[src/rtl/bp_be_pkg.sv]
// Backend shared types: FE command layout and scheduler state.
// Sized by a processor configuration enum.
package bp_be_pkg;

  typedef enum logic {
    e_bp_default_cfg = 1'b0
  } bp_params_e;

  typedef enum logic [2:0] {
    e_op_state_reset          = 3'd0,
    e_op_pc_redirection       = 3'd1,
    e_op_icache_fence         = 3'd2,
    e_op_icache_fill_response = 3'd3,
    e_op_wait                 = 3'd4,
    e_op_attaboy              = 3'd5,
    e_op_branch_mispredict    = 3'd6
  } bp_fe_cmd_opcode_e;

  typedef struct packed {
    bp_fe_cmd_opcode_e opcode;
    logic [38:0]       npc;
  } bp_fe_cmd_s;

  typedef enum logic {
    e_run   = 1'b0,
    e_fence = 1'b1
  } bp_be_fe_cmd_sched_state_e;

  function automatic int bp_fe_cmd_width(bp_params_e cfg);
    return (cfg == e_bp_default_cfg) ? $bits(bp_fe_cmd_s) : 0;
  endfunction

endpackage

[src/rtl/bp_be_fe_cmd_fb_fifo.sv]
// Feedback command FIFO: ready-valid in, valid-yumi out.
// Power-of-2 depth; pointers carry a wrap bit; clear_i empties it.
module bp_be_fe_cmd_fb_fifo
  import bp_be_pkg::*;
#(
  parameter int width_p = 1,
  parameter int els_p   = 4
) (
  input  logic               clk_i,
  input  logic               reset_i,
  input  logic               clear_i,
  input  logic [width_p-1:0] data_i,
  input  logic               v_i,
  output logic               ready_o,
  output logic [width_p-1:0] data_o,
  output logic               v_o,
  input  logic               yumi_i
);

  localparam int lg_lp = $clog2(els_p);

  logic [width_p-1:0] mem_q [els_p];
  logic [lg_lp:0]     wr_ptr_q, wr_ptr_d;
  logic [lg_lp:0]     rd_ptr_q, rd_ptr_d;
  logic               enq, empty, full;

  assign empty = (wr_ptr_q == rd_ptr_q);
  assign full  = (wr_ptr_q[lg_lp] != rd_ptr_q[lg_lp])
               & (wr_ptr_q[lg_lp-1:0] == rd_ptr_q[lg_lp-1:0]);

  assign ready_o = ~full;
  assign v_o     = ~empty;
  assign enq     = v_i & ~full;
  assign data_o  = mem_q[rd_ptr_q[lg_lp-1:0]];

  // Next pointers; clear drops every entry.
  always_comb begin
    wr_ptr_d = wr_ptr_q + {{lg_lp{1'b0}}, enq};
    rd_ptr_d = rd_ptr_q + {{lg_lp{1'b0}}, yumi_i};
    if (clear_i) begin
      wr_ptr_d = '0;
      rd_ptr_d = '0;
    end
  end

  // Pointer registers.
  always_ff @(posedge clk_i) begin
    if (reset_i) begin
      wr_ptr_q <= '0;
      rd_ptr_q <= '0;
    end else begin
      wr_ptr_q <= wr_ptr_d;
      rd_ptr_q <= rd_ptr_d;
    end
  end

  // Entry storage; contents need no reset.
  always_ff @(posedge clk_i) begin
    if (enq)
      mem_q[wr_ptr_q[lg_lp-1:0]] <= data_i;
  end

endmodule

[src/rtl/bp_be_fe_cmd_scheduler.sv]
// Arbitrates redirect and feedback commands towards the FE.
// Optional drop counter: BP_BE_FE_CMD_SCHED_STATS_EN.
module bp_be_fe_cmd_scheduler
  import bp_be_pkg::*;
#(
  parameter bp_params_e bp_params_p = e_bp_default_cfg,
  parameter int fb_els_p = 4,
  localparam int fe_cmd_width_lp = bp_fe_cmd_width(bp_params_p)
) (
  input  logic                       clk_i,
  input  logic                       reset_i,
  input  logic [fe_cmd_width_lp-1:0] redir_cmd_i,
  input  logic                       redir_v_i,
  output logic                       redir_ready_o,
  input  logic [fe_cmd_width_lp-1:0] fb_cmd_i,
  input  logic                       fb_v_i,
  output logic [fe_cmd_width_lp-1:0] fe_cmd_o,
  output logic                       fe_cmd_v_o,
  input  logic                       fe_cmd_yumi_i,
  output logic                       empty_o,
  output logic                       redir_pending_o,
  output logic [15:0]                drop_count_o
);

  bp_be_fe_cmd_sched_state_e state_q, state_d;

  logic                       redir_full_q, redir_full_d;
  logic [fe_cmd_width_lp-1:0] redir_cmd_q, redir_cmd_d;
  logic [fe_cmd_width_lp-1:0] fifo_data;
  logic redir_acc, redir_yumi, fb_yumi, sel_fb;
  logic fifo_v_in, fifo_ready, fifo_v;

  assign redir_ready_o = ~redir_full_q;
  assign redir_acc     = redir_v_i & ~redir_full_q;
  assign sel_fb        = ~redir_full_q & (state_q == e_run) & fifo_v;

  assign fe_cmd_v_o = redir_full_q | sel_fb;
  assign fe_cmd_o   = redir_full_q ? redir_cmd_q : fifo_data;
  assign redir_yumi = fe_cmd_yumi_i & redir_full_q;
  assign fb_yumi    = fe_cmd_yumi_i & sel_fb;

  assign fifo_v_in = fb_v_i & (state_q == e_run) & ~redir_acc & ~reset_i;

  assign empty_o         = ~redir_full_q & ~fifo_v;
  assign redir_pending_o = (state_q == e_fence);

  bp_be_fe_cmd_fb_fifo #(
    .width_p(fe_cmd_width_lp),
    .els_p  (fb_els_p)
  ) fb_fifo (
    .clk_i  (clk_i),
    .reset_i(reset_i),
    .clear_i(redir_acc),
    .data_i (fb_cmd_i),
    .v_i    (fifo_v_in),
    .ready_o(fifo_ready),
    .data_o (fifo_data),
    .v_o    (fifo_v),
    .yumi_i (fb_yumi)
  );

  // Fence on redirect accept; resume once the FE takes it.
  always_comb begin
    state_d      = state_q;
    redir_full_d = redir_full_q;
    redir_cmd_d  = redir_cmd_q;
    unique case (state_q)
      e_run: if (redir_acc) begin
        state_d      = e_fence;
        redir_full_d = 1'b1;
        redir_cmd_d  = redir_cmd_i;
      end
      e_fence: if (redir_yumi) begin
        state_d      = e_run;
        redir_full_d = 1'b0;
      end
      default: state_d = e_run;
    endcase
  end

  // State and redirect slot registers.
  always_ff @(posedge clk_i) begin
    if (reset_i) begin
      state_q      <= e_run;
      redir_full_q <= 1'b0;
      redir_cmd_q  <= '0;
    end else begin
      state_q      <= state_d;
      redir_full_q <= redir_full_d;
      redir_cmd_q  <= redir_cmd_d;
    end
  end

`ifdef BP_BE_FE_CMD_SCHED_STATS_EN
  logic [15:0] drop_cnt_q, drop_cnt_d;
  logic        drop;

  assign drop = fb_v_i & ~(fifo_v_in & fifo_ready);

  // Saturating count of discarded feedback.
  always_comb begin
    drop_cnt_d = drop_cnt_q;
    if (drop && drop_cnt_q != 16'hFFFF)
      drop_cnt_d = drop_cnt_q + 16'd1;
  end

  // Drop counter register.
  always_ff @(posedge clk_i) begin
    if (reset_i) drop_cnt_q <= '0;
    else         drop_cnt_q <= drop_cnt_d;
  end

  assign drop_count_o = drop_cnt_q;
`else
  assign drop_count_o = '0;
`endif

`ifndef SYNTHESIS
  a_yumi_v: assert property (
    @(posedge clk_i) disable iff (reset_i)
    fe_cmd_yumi_i |-> fe_cmd_v_o
  ) else $error("fe_cmd_yumi_i without fe_cmd_v_o");
`endif

endmodule

[config.mk]
export PLATFORM = sky130hd
export DESIGN_NAME = bp_be_fe_cmd_scheduler
export DESIGN_NICKNAME = d
export VERILOG_FILES = /design/src/rtl/bp_be_pkg.sv /design/src/rtl/bp_be_fe_cmd_fb_fifo.sv /design/src/rtl/bp_be_fe_cmd_scheduler.sv
export SDC_FILE = /design/constraint.sdc
export NUM_CORES = 1
export LEC_CHECK = 0
export ABC_CLOCK_PERIOD_IN_PS = 7200
export BUFFER_PORTS_ARGS = -buffer_cell sky130_fd_sc_hd__buf_2
export CORE_MARGIN = 2
export CORE_UTILIZATION = 45
export DETAILED_ROUTE_END_ITERATION = 7
export MAX_ROUTING_LAYER = met4
export PLACE_DENSITY = 0.63
export SLEW_MARGIN = 25
export SYNTH_ARGS = -nofsm -noshare
export SYNTH_HDL_FRONTEND = slang
export SYNTH_HIERARCHICAL = 1
export SYNTH_SLANG_ARGS = --single-unit
export TNS_END_PERCENT = 10
[constraint.sdc]
create_clock -name clk_i -period 7.2 [get_ports clk_i]
set_input_delay 1.44 -clock clk_i [delete_from_list [all_inputs] [get_ports clk_i]]
set_output_delay 1.44 -clock clk_i [all_outputs]
set_load 0.02 [all_outputs]
# After elaboration in Yosys (flattened, before gate mapping)
# Memories as Yosys holds them, arrays and structs flattened. A register that Yosys moved wholly into a read port is not among the register bits.
# Cells that the tools add are included.
# Widths: inputs -> output; s select.
[totals] memories=1 reg_bits=50 ram_bits=168 word_cells=44 output_inout_bits=62 inputBits=89
[classes] add_sub_neg=2 n_reduce_logical=3 n_eq_ne=5 bitwise=18 mux=10
[mem_list] name="fb_fifo.mem_q" depth=4 word_bits=42 read_ports=1 rd_clocked_by_memory_dff=1 wr=1 line="bp_be_fe_cmd_fb_fifo.sv:22" source="logic [width_p-1:0] mem_q [els_p];"
[ops] cell="$mux 42" n=1
[ops] cell="$and 1x1->1" n=11
[ops] cell="$add 3x1->3" n=2
[ops] cell="$mux 1" n=6
[ops] cell="$not 1->1" n=6
[ops] cell="$pmux 1 s2" n=2
[ops] cell="$reduce_and 2->1" n=2
[ops] cell="$eq 3x3->1" n=1
[ops] cell="$eq 2x2->1" n=1
[ops] cell="$mux 2" n=1
[ops] cell="$ne 2x1->1 const B" n=1
[ops] cell="$ne 2x2->1 const B" n=1
[ops] cell="$reduce_or 2->1" n=1
[ops] cell="$ne 1x1->1" n=1
[ops] cell="$or 1x1->1" n=1

# Logic depth before layout (Yosys ltp)
# Gate-level depths: netlist (run 1).
[logic_depth] depth_word=8 mapped_depth=9 ltp_nobuf=8

# By module
# Netlist (run 1), hierarchy kept.
[by_module_without_submodules] mod="bp_be_fe_cmd_fb_fifo" cells_each=254 instances=1 seq_area_each_um2=5165.0 area_per_inst_um2=6442.4
[by_module_without_submodules] mod="bp_be_fe_cmd_scheduler" cells_each=262 instances=1 seq_area_each_um2=880.8 area_per_inst_um2=2681.3

# Least setup slack after synthesis (run 1)
# Ideal clock, no wire load.
[synth_path] path_type="input to register" from="input port reset_i" to="memory fb_fifo/mem_q[2][0] (netlist name) (enable)" t_arrival_ps=5517 setup_time_ps=518 path_buffers=1 required_time_ps=6682 stages=4 path_slack_ps=1165 path_cell_list="clkbuf_1 -> nor4b_1 -> nand2_1 -> a311oi_1"
[synth_via] elab_chain_len=5
[synth_rtl] item="start, declared" line="bp_be_fe_cmd_scheduler.sv:11" source="input logic reset_i,"
[synth_rtl] item="$not 1->1" line="bp_be_fe_cmd_scheduler.sv:42" source="assign fifo_v_in = fb_v_i & (state_q == e_run) & ~redir_acc & ~reset_i;"
[synth_rtl] item="$and 1x1->1" line="bp_be_fe_cmd_scheduler.sv:42"
[synth_rtl] item="via fifo_v_in" line="bp_be_fe_cmd_scheduler.sv:31" source="logic fifo_v_in, fifo_ready, fifo_v;"
[synth_rtl] item="$and 1x1->1" line="bp_be_fe_cmd_fb_fifo.sv:33" source="assign enq = v_i & ~full;"
[synth_rtl] item="$mux 1" line="bp_be_fe_cmd_fb_fifo.sv:59" source="if (enq)"
[synth_rtl] item="$mux 1 (not written as such)" line="bp_be_fe_cmd_fb_fifo.sv:60" source="mem_q[wr_ptr_q[lg_lp-1:0]] <= data_i;"
[synth_rtl] item="end, declared" line="bp_be_fe_cmd_fb_fifo.sv:22"
# The timed path passes the listed nets, and every way through them passes these cells.

# Worst setup path in the final report (run 1)
[layout_path] from="register fb_fifo.rd_ptr_q[0]" to="output port fe_cmd_v_o"
[layout_via] elab_chain_len=4
[layout_rtl] item="start, declared" line="bp_be_fe_cmd_fb_fifo.sv:24" source="logic [lg_lp:0] rd_ptr_q, rd_ptr_d;"
[layout_rtl] item="start signal, assigned" line="bp_be_fe_cmd_fb_fifo.sv:53" source="rd_ptr_q <= rd_ptr_d;"
[layout_rtl] item="$eq 3x3->1" line="bp_be_fe_cmd_fb_fifo.sv:27" source="assign empty = (wr_ptr_q == rd_ptr_q);"
[layout_rtl] item="$not 1->1" line="bp_be_fe_cmd_fb_fifo.sv:32" source="assign v_o = ~empty;"
[layout_rtl] item="via fifo_v" line="bp_be_fe_cmd_scheduler.sv:31"
[layout_rtl] item="$and 1x1->1" line="bp_be_fe_cmd_scheduler.sv:35" source="assign sel_fb = ~redir_full_q & (state_q == e_run) & fifo_v;"
[layout_rtl] item="$or 1x1->1" line="bp_be_fe_cmd_scheduler.sv:37" source="assign fe_cmd_v_o = redir_full_q | sel_fb;"
[layout_rtl] item="end, declared" line="bp_be_fe_cmd_scheduler.sv:18" source="output logic fe_cmd_v_o,"
# The timed path passes the listed nets, and every way through them passes these cells.

==> tab_implementation.tex, run 1 <==
\begin{tabular}{lr}
\hline
Metric & Value \\
\hline
\multicolumn{2}{l}{\textbf{Logic synthesis}} \\
\quad Average size of a mapped cell & 17.71 um\^{}2 \\
\quad Gate Count Post-Synth & 515 \\
\quad Total number of yosys warnings & 6 \\
\quad Area of the mapped netlist & 9119 um\^{}2 \\
\multicolumn{2}{l}{\textbf{Floorplan}} \\
\quad Number of top-level pins & 151 \\
\quad Die boundary height & 146.4 um \\
\quad Die Wd & 146.4 um \\
\quad Floorplan row count & 52 \\
\quad Full die area & 21420 um\^{}2 \\
\quad Initial core utilization & 0.4550 \\
\quad Placeable core region & 20040 um\^{}2 \\
\multicolumn{2}{l}{\textbf{Route}} \\
\quad Mean number of vias per cell & 5.038 \\
\quad Number of nets with antenna violations after detailed routing & 0 \\
\quad DRC violation total after the first TritonRoute iteration & 330 \\
\quad Count of TritonRoute iterations in the first routing pass & 6 \\
\quad Final routed DRC violation total & 0 \\
\quad Detailed Route WL & 17300 um \\
\quad Routed WL per cell & 18.33 um \\
\quad Overall via count from detail\_route & 4756 \\
\multicolumn{2}{l}{\textbf{Clock network}} \\
\quad Root Buffer Master & sky130\_fd\_sc\_hd\_\_clkbuf\_16 \\
\quad Clock edge transition at the registers on the reported setup and hold paths & 60 ps \\
\quad Clock net sink count & 218 \\
\quad Max Buffers Root-to-Sink & 3 \\
\quad Clock buffer count from CTS & 23 \\
\quad Count of hold buffers inserted by post-cts repair & 0 \\
\quad Post-CTS setup buffer count & 0 \\
\quad Number of cells upsized or downsized after cts & 0 \\
\quad Clock latency on the worst-skew pair & 500 ps \\
\quad Number of H-tree levels & 1 \\
\quad CTS tree & built \\
\multicolumn{2}{l}{\textbf{Pwr}} \\
\quad Overall power & 0.002768 W \\
\quad Static Leakage & 3.772 nW \\
\quad Maximum resistive drop on vdd & 0.1374 mV \\
\quad Power density of the placed cells & 259.3 nW/um\^{}2 \\
\multicolumn{2}{l}{\textbf{Placed design}} \\
\quad Final HPWL from detailed placement & 10880 um \\
\quad Routability Congestion & 0.7431 \\
\quad Count of port buffers added during placement & 134 \\
\multicolumn{2}{l}{\textbf{STA}} \\
\quad Final worst path period need & 4192 ps \\
\quad Setup repair after global routing missed its margin & no \\
\quad Final setup fails & 0 \\
\quad Total count of max-transition violations in the final report & 0 \\
\quad Final period utilization & 0.5822 \\
\quad Number of hold-slack violations in the final timing report & 0 \\
\quad Setup TNS & 0 ps \\
\quad Max Fclk & 238.6 MHz \\
\quad Transition time at the pin with the least slew margin & 992.3 ps \\
\quad Max transition margin & 0.3337 \\
\quad Clock Skews & 8.508 ps \\
\multicolumn{2}{l}{\textbf{Worst setup path}} \\
\quad Gate family responsible for the most delay along the worst path & XOR/XNOR gates \\
\quad Worst setup EP type & primary output \\
\quad Data arrival time of the critical path & 2750 ps \\
\quad Cell-by-cell listing of the critical path & xnor2\_1 > nand3b\_1 > a21o\_1 > buf\_2 \\
\quad Start-to-end type of the worst setup path & reg -> out \\
\quad Crit path launch type & register \\
\quad Buf/Inv on CP & 1 \\
\quad Slowest cell delay on critical path & 910 ps \\
\quad CP max-delay cell & sky130\_fd\_sc\_hd\_\_xnor2\_1 \\
\quad Required time of the worst setup path & 5760 ps \\
\quad Maximum fanout along the worst path & 44 \\
\multicolumn{2}{l}{\textbf{Job}} \\
\quad Max capacitance violation total & 0 \\
\multicolumn{2}{l}{\textbf{Hold path}} \\
\quad Path category of the worst min-delay check & reg -> reg \\
\multicolumn{2}{l}{\textbf{Cells and area}} \\
\quad Total number of nets in the final design & 745 \\
\quad Fraction of final layout cells with drive strength greater than 1 & 0.3961 \\
\quad Syn-to-layout area delta & 17.07\% \\
\multicolumn{2}{l}{\textbf{Global route}} \\
\quad Maximum number of pins on one net before global-route repair & 91 \\
\quad Antenna violations before repair & 5 \\
\quad Wire length of the first global-routing pass & 26910 um \\
\quad Vias in the first global route & 4981 \\
\quad Total GRT Usage & 0.1657 \\
\quad Global route total overflow & 0 \\
\multicolumn{2}{l}{\textbf{Outcome}} \\
\quad Outcome & completed \\
\hline
\end{tabular}
==> power breakdown <==
| group | internal (W) | total, W | switching (W) | leakage, nW |
|---|---|---|---|---|
| logic | 0.0000966 | 0.000218 | 0.000121 | 1.49 |
| clock network | 0.000694 | 0.00115 | 0.000459 | 0.354 |
| registers | 0.00138 | 0.00140 | 0.0000146 | 1.93 |
==> metrics by stage <==
stage               setup WS [ps]  hold slack, ps    util  cell area [um^2]  cells
CTS                          2917           474.2  0.5321             10660    939
global placement             2940           454.6  0.4950              9920    897
finish                       3008           468.7  0.5327             10680    944
floorplan                    1165           445.2       -              9175    530
global route                 2767           487.1  0.5327             10680    944
detailed placement           2778           460.0  0.4951              9922    897
==> metal layers <==
layer  part of all wire  global-route usage
met1               0.43              0.2054
met2               0.50              0.2755
met3              0.049             0.03063
met4              0.027             0.05825
met5                  0                   -
==> final timing paths <==
path	start	to	slack, ps	depth (start not counted)
hold / removal	redir_cmd_q[41]	redir_cmd_q[41]	470	2
setup / recovery	fb_fifo/rd_ptr_q[0]	fe_cmd_v_o	3010	4
setup reg to reg	redir_full_q	fb_fifo/mem_q[0][31]	3670	6
hold reg to reg	redir_cmd_q[41]	redir_cmd_q[41]	470	2
==> registers in the layout (all words and copies together), names as in the netlist <==
| name | cells |
|---|---|
| redir_cmd_q | 42 |
| fb_fifo/wr_ptr_q | 3 |
| fb_fifo/mem_q | 168 |
| redir_full_q | 1 |
| redir_pending_o | 1 |
| fb_fifo/rd_ptr_q | 3 |
==> cell type report <==
type                            count  area, um^2
Clock buffer                       28       594.3
Antenna cell                        5       12.51
Sequential cell                   218        6055
Clock inverter                     14       146.4
Inverter                            3       11.26
Tap cell                          270       337.8
Timing Repair Buffer              142       730.7
Multi-Input combinational cell    264        2788
Fill cell                        1648        9364
==> worst register-to-register path, cell delays in order, from the launching register on <==
cell and delay (ps):
sky130_fd_sc_hd__dfxtp_2 310, sky130_fd_sc_hd__buf_4 550, sky130_fd_sc_hd__nor2b_1 230, sky130_fd_sc_hd__nor4b_1 650
sky130_fd_sc_hd__or3b_2 540, sky130_fd_sc_hd__a31oi_4 310, sky130_fd_sc_hd__buf_4 550
==> cell usage in the layout, fill, tap and decap left out, types with 2 or more instances in the layout <==
cell type,count
sky130_fd_sc_hd__edfxtp_1,168
sky130_fd_sc_hd__and2_1,4
sky130_fd_sc_hd__clkbuf_1,5
sky130_fd_sc_hd__diode_2,5
sky130_fd_sc_hd__inv_1,3
sky130_fd_sc_hd__xnor2_1,4
sky130_fd_sc_hd__a21oi_1,2
sky130_fd_sc_hd__mux4_1,2
sky130_fd_sc_hd__clkinv_2,2
sky130_fd_sc_hd__buf_4,8
sky130_fd_sc_hd__a31oi_4,3
sky130_fd_sc_hd__nand2b_1,86
sky130_fd_sc_hd__ha_1,4
sky130_fd_sc_hd__nor3_1,2
sky130_fd_sc_hd__nand3b_1,2
sky130_fd_sc_hd__clkinvlp_4,2
sky130_fd_sc_hd__mux4_2,40
sky130_fd_sc_hd__mux2i_1,42
sky130_fd_sc_hd__dfxtp_4,2
sky130_fd_sc_hd__dfxtp_1,47
sky130_fd_sc_hd__nor2_1,2
sky130_fd_sc_hd__clkinv_1,6
sky130_fd_sc_hd__bufinv_16,3
sky130_fd_sc_hd__buf_2,134
sky130_fd_sc_hd__clkbuf_16,23
sky130_fd_sc_hd__conb_1,16
sky130_fd_sc_hd__mux2_2,42
Power figures use the tool's default switching activity.
==> inputs of run 2 (changes only) <==
ABC_AREA = 1   (was default)
ABC_CLOCK_PERIOD_IN_PS = 4100   (was 7200)
clock period = 4.1 ns   (was 7.2 ns; I/O delays follow)
==> tab_implementation.tex, run 2 <==
\begin{tabular}{lr}
\hline
Metric & Value \\
\hline
\multicolumn{2}{l}{\textbf{Route}} \\
\quad Overall via count from detail\_route & 6141 \\
\quad Count of TritonRoute iterations in the first routing pass & 5 \\
\quad DRC violation total after the first TritonRoute iteration & 565 \\
\quad Number of nets with antenna violations after detailed routing & 0 \\
\quad Routed WL per cell & 15.67 um \\
\quad Detailed Route WL & 19620 um \\
\quad Final routed DRC violation total & 0 \\
\quad Mean number of vias per cell & 4.905 \\
\multicolumn{2}{l}{\textbf{Floorplan}} \\
\quad Number of top-level pins & 151 \\
\quad Initial core utilization & 0.4590 \\
\quad Floorplan row count & 51 \\
\quad Placeable core region & 19460 um\^{}2 \\
\quad Die Wd & 144.9 um \\
\quad Die boundary height & 144.9 um \\
\quad Full die area & 20990 um\^{}2 \\
\multicolumn{2}{l}{\textbf{Worst setup path}} \\
\quad Crit path launch type & register \\
\quad Required time of the worst setup path & 3280 ps \\
\quad Gate family responsible for the most delay along the worst path & buffers and inverters \\
\quad Data arrival time of the critical path & 2480 ps \\
\quad Start-to-end type of the worst setup path & reg -> out \\
\quad Worst setup EP type & primary output \\
\quad Slowest cell delay on critical path & 700 ps \\
\quad Most frequent cell on the critical path & sky130\_fd\_sc\_hd\_\_o21ai\_0 \\
\quad Buf/Inv on CP & 2 \\
\quad Maximum fanout along the worst path & 86 \\
\quad Cell-by-cell listing of the critical path & buf\_4 > o21ai\_0 > o22ai\_1 > nand2\_1 > o21ai\_0 > buf\_2 \\
\quad CP max-delay cell & sky130\_fd\_sc\_hd\_\_buf\_4 \\
\multicolumn{2}{l}{\textbf{STA}} \\
\quad Max transition margin & 0.4022 \\
\quad Final worst path period need & 3299 ps \\
\quad Setup repair after global routing missed its margin & no \\
\quad Transition time at the pin with the least slew margin & 896.6 ps \\
\quad Clock Skews & 6.600 ps \\
\quad Final setup fails & 0 \\
\quad Max Fclk & 303.2 MHz \\
\quad Setup TNS & 0 ps \\
\quad Total count of max-transition violations in the final report & 0 \\
\quad Final period utilization & 0.8045 \\
\quad Number of hold-slack violations in the final timing report & 0 \\
\multicolumn{2}{l}{\textbf{Pwr}} \\
\quad Clock share of power & 0.418 \\
\quad Overall power & 0.005001 W \\
\quad Switch Pwr & 0.001121 W \\
\quad Power density of the placed cells & 475.7 nW/um\^{}2 \\
\quad Cell-internal power & 0.003880 W \\
\quad Maximum resistive drop on vdd & 0.3426 mV \\
\quad Relative contribution of combinational cells to total power & 0.090 \\
\quad Seq pwr share & 0.492 \\
\quad Switching Fraction & 0.2242 \\
\quad Static Leakage & 4.243 nW \\
\multicolumn{2}{l}{\textbf{Logic synthesis}} \\
\quad Share of cell area taken by muxes after synthesis & 0 \\
\quad Main combinational cell family by area after synthesis & simple AND/OR/NAND/NOR gates \\
\quad Post-synthesis adder-cell area fraction & 0.005603 \\
\quad Complex-gate fraction of the synthesized area & 0.1039 \\
\quad Number of distinct library cells after synthesis & 26 \\
\quad Top FF cell, synth & sky130\_fd\_sc\_hd\_\_edfxtp\_1 \\
\quad Largest cells by area after synthesis & sky130\_fd\_sc\_hd\_\_edfxtp\_1, sky130\_fd\_sc\_hd\_\_dfxtp\_1, sky130\_fd\_sc\_hd\_\_nor2\_1 \\
\quad List of most frequent post-synthesis cells & sky130\_fd\_sc\_hd\_\_nor2\_1, sky130\_fd\_sc\_hd\_\_edfxtp\_1, sky130\_fd\_sc\_hd\_\_nand2\_1 \\
\quad Largest area contributor in the synthesized netlist & sky130\_fd\_sc\_hd\_\_edfxtp\_1 \\
\quad Area of the mapped netlist & 8932 um\^{}2 \\
\quad Average size of a mapped cell & 10.52 um\^{}2 \\
\quad Xor/xnor cell area share of the yosys netlist & 0.001821 \\
\quad Simple-gate share of the synthesized area & 0.1419 \\
\quad Post-synth top area share & 0.5648 \\
\quad Gate Count Post-Synth & 849 \\
\quad Number of synthesized flops with an enable pin & 168 \\
\quad Total number of yosys warnings & 6 \\
\quad Library cell with the highest instance count after synthesis & sky130\_fd\_sc\_hd\_\_nor2\_1 \\
\quad Total of flip-flops plus latches after synthesis & 218 \\
\quad Post-synthesis async set-or-reset flop share & 0 \\
\quad Sequential element share of the synthesized area & 0.6768 \\
\multicolumn{2}{l}{\textbf{Cells and area}} \\
\quad Fill cell count & 1716 \\
\quad Layout Cells excl Fill & 1252 \\
\quad Fraction of final layout cells with drive strength greater than 1 & 0.1959 \\
\quad Total number of nets in the final design & 1062 \\
\quad Syn-to-layout area delta & 17.71\% \\
\quad Highest-count cells in the layout ignoring fill and taps & sky130\_fd\_sc\_hd\_\_nor2\_1, sky130\_fd\_sc\_hd\_\_edfxtp\_1, sky130\_fd\_sc\_hd\_\_nand2\_1 \\
\quad Flip-flop count of the largest register, all copies and words added & 168 \\
\quad Most common cell after layout, fill and taps aside & sky130\_fd\_sc\_hd\_\_nor2\_1 \\
\multicolumn{2}{l}{\textbf{Outcome}} \\
\quad Outcome & completed \\
\multicolumn{2}{l}{\textbf{Job}} \\
\quad Max capacitance violation total & 0 \\
\multicolumn{2}{l}{\textbf{Global route}} \\
\quad Antenna violations before repair & 2 \\
\quad Total GRT Usage & 0.1937 \\
\quad Vias in the first global route & 5779 \\
\quad Maximum number of pins on one net before global-route repair & 87 \\
\quad Wire length of the first global-routing pass & 30410 um \\
\quad Global route total overflow & 0 \\
\multicolumn{2}{l}{\textbf{Placed design}} \\
\quad Routability Congestion & 0.7333 \\
\quad Final HPWL from detailed placement & 11550 um \\
\quad Total instance count after detailed placement & 1208 \\
\quad Count of port buffers added during placement & 134 \\
\multicolumn{2}{l}{\textbf{Clock network}} \\
\quad Clock edge transition at the registers on the reported setup and hold paths & 60 ps \\
\quad Root Buffer Master & sky130\_fd\_sc\_hd\_\_clkbuf\_16 \\
\quad Count of hold buffers inserted by post-cts repair & 0 \\
\quad Clock net sink count & 218 \\
\quad Number of H-tree levels & 1 \\
\quad Number of cells upsized or downsized after cts & 0 \\
\quad CTS tree & built \\
\quad Post-CTS setup buffer count & 0 \\
\quad Clock latency on the worst-skew pair & 500 ps \\
\quad Clock buffer count from CTS & 23 \\
\quad Max Buffers Root-to-Sink & 3 \\
\multicolumn{2}{l}{\textbf{Hold path}} \\
\quad Path category of the worst min-delay check & reg -> reg \\
\hline
\end{tabular}
==> run 2: cell types whose count changed in the layout (fill, tap and decap cells not counted), moves of 30 or more <==
| cell | change |
|---|---|
| sky130_fd_sc_hd__nor2_1 | +172 |
| sky130_fd_sc_hd__o22ai_1 | +42 |
| sky130_fd_sc_hd__o21ai_0 | +99 |
| sky130_fd_sc_hd__inv_1 | +51 |
| sky130_fd_sc_hd__o21ai_1 | +30 |
| sky130_fd_sc_hd__nand2_1 | +138 |
| sky130_fd_sc_hd__nand2b_1 | -86 |
| sky130_fd_sc_hd__mux2_2 | -42 |
| sky130_fd_sc_hd__mux2i_1 | -42 |
| sky130_fd_sc_hd__mux4_2 | -40 |
==> run 2: layer usage <==
metal	up-vias	wire [um]	track usage
li1	3079	-	-
met3	30	1316	0.03258
met1	2855	8820	0.2606
met2	177	9185	0.3108
met5	-	0	-
met4	0	298	0.04650
==> run 2: kinds of logic after synthesis <==
family / after synthesis
xor+xnor: 1
simple gates: 326
buf+inv: 124
fa+ha+maj: 4
compound gates: 175
flops: 218
other cells: 1
==> run 2: cell type report <==
cell class / instances / area [um^2] / area share
Sequential cell: 218 / 6051 / 0.5755
Timing Repair Buffer: 145 / 790.8 / 0.07521
Tap cell: 265 / 331.6 / 0.03154
Clock inverter: 12 / 155.1 / 0.01476
Antenna cell: 2 / 5.005 / 0.0004760
Multi-Input combinational cell: 522 / 2350 / 0.2235
Clock buffer: 29 / 608.1 / 0.05784
Inverter: 59 / 222.7 / 0.02118
==> run 2: stage by stage <==
| stage | setup WS (ps) | utilization | cell area, um^2 | hold WS, ps |
|---|---|---|---|---|
| 2_1_floorplan | 1326 | - | 8989 | 489.4 |
| 3_3_place_gp | 1377 | 0.4996 | 9724 | 498.2 |
| 3_5_place_dp | 1368 | 0.4996 | 9724 | 504.9 |
| 4_1_cts | 845.4 | 0.5389 | 10490 | 515.6 |
| 5_1_grt | 589.5 | 0.5402 | 10510 | 517.5 |
| 6_report | 801.4 | 0.5402 | 10510 | 514.9 |
==> run 2: worst register-to-register path, cell delays in order, from the launching register on <==
cell                       delay (ps)
sky130_fd_sc_hd__dfxtp_1          370
sky130_fd_sc_hd__clkinv_2         660
sky130_fd_sc_hd__nand2_1          360
sky130_fd_sc_hd__nand3_1          100
sky130_fd_sc_hd__nor2_1           180
sky130_fd_sc_hd__nand2_4          130
sky130_fd_sc_hd__nor2_4           320
sky130_fd_sc_hd__buf_4            500
==> run 2: path summary, 6_finish.rpt <==
path	from	to	slack [ps]	depth (start not counted)
max reg2reg	redir_full_q	fb_fifo/mem_q[0][32]	1080	7
min reg2reg	redir_cmd_q[10]	redir_cmd_q[10]	510	4
min	redir_cmd_q[10]	redir_cmd_q[10]	510	4
max	fb_fifo/rd_ptr_q[0]	fe_cmd_o[0]	800	6
==> run 2: power groups by stage <==
stage	Sequential, W	Combinational [W]	Clock [W]
6_report	0.00246	0.000448	0.00209
5_1_grt	0.00246	0.000512	0.00222
4_1_cts	0.00246	0.000453	0.00213
3_5_place_dp	0.00251	0.000451	0
3_3_place_gp	0.00250	0.000447	0
2_1_floorplan	0.00251	0.000303	0
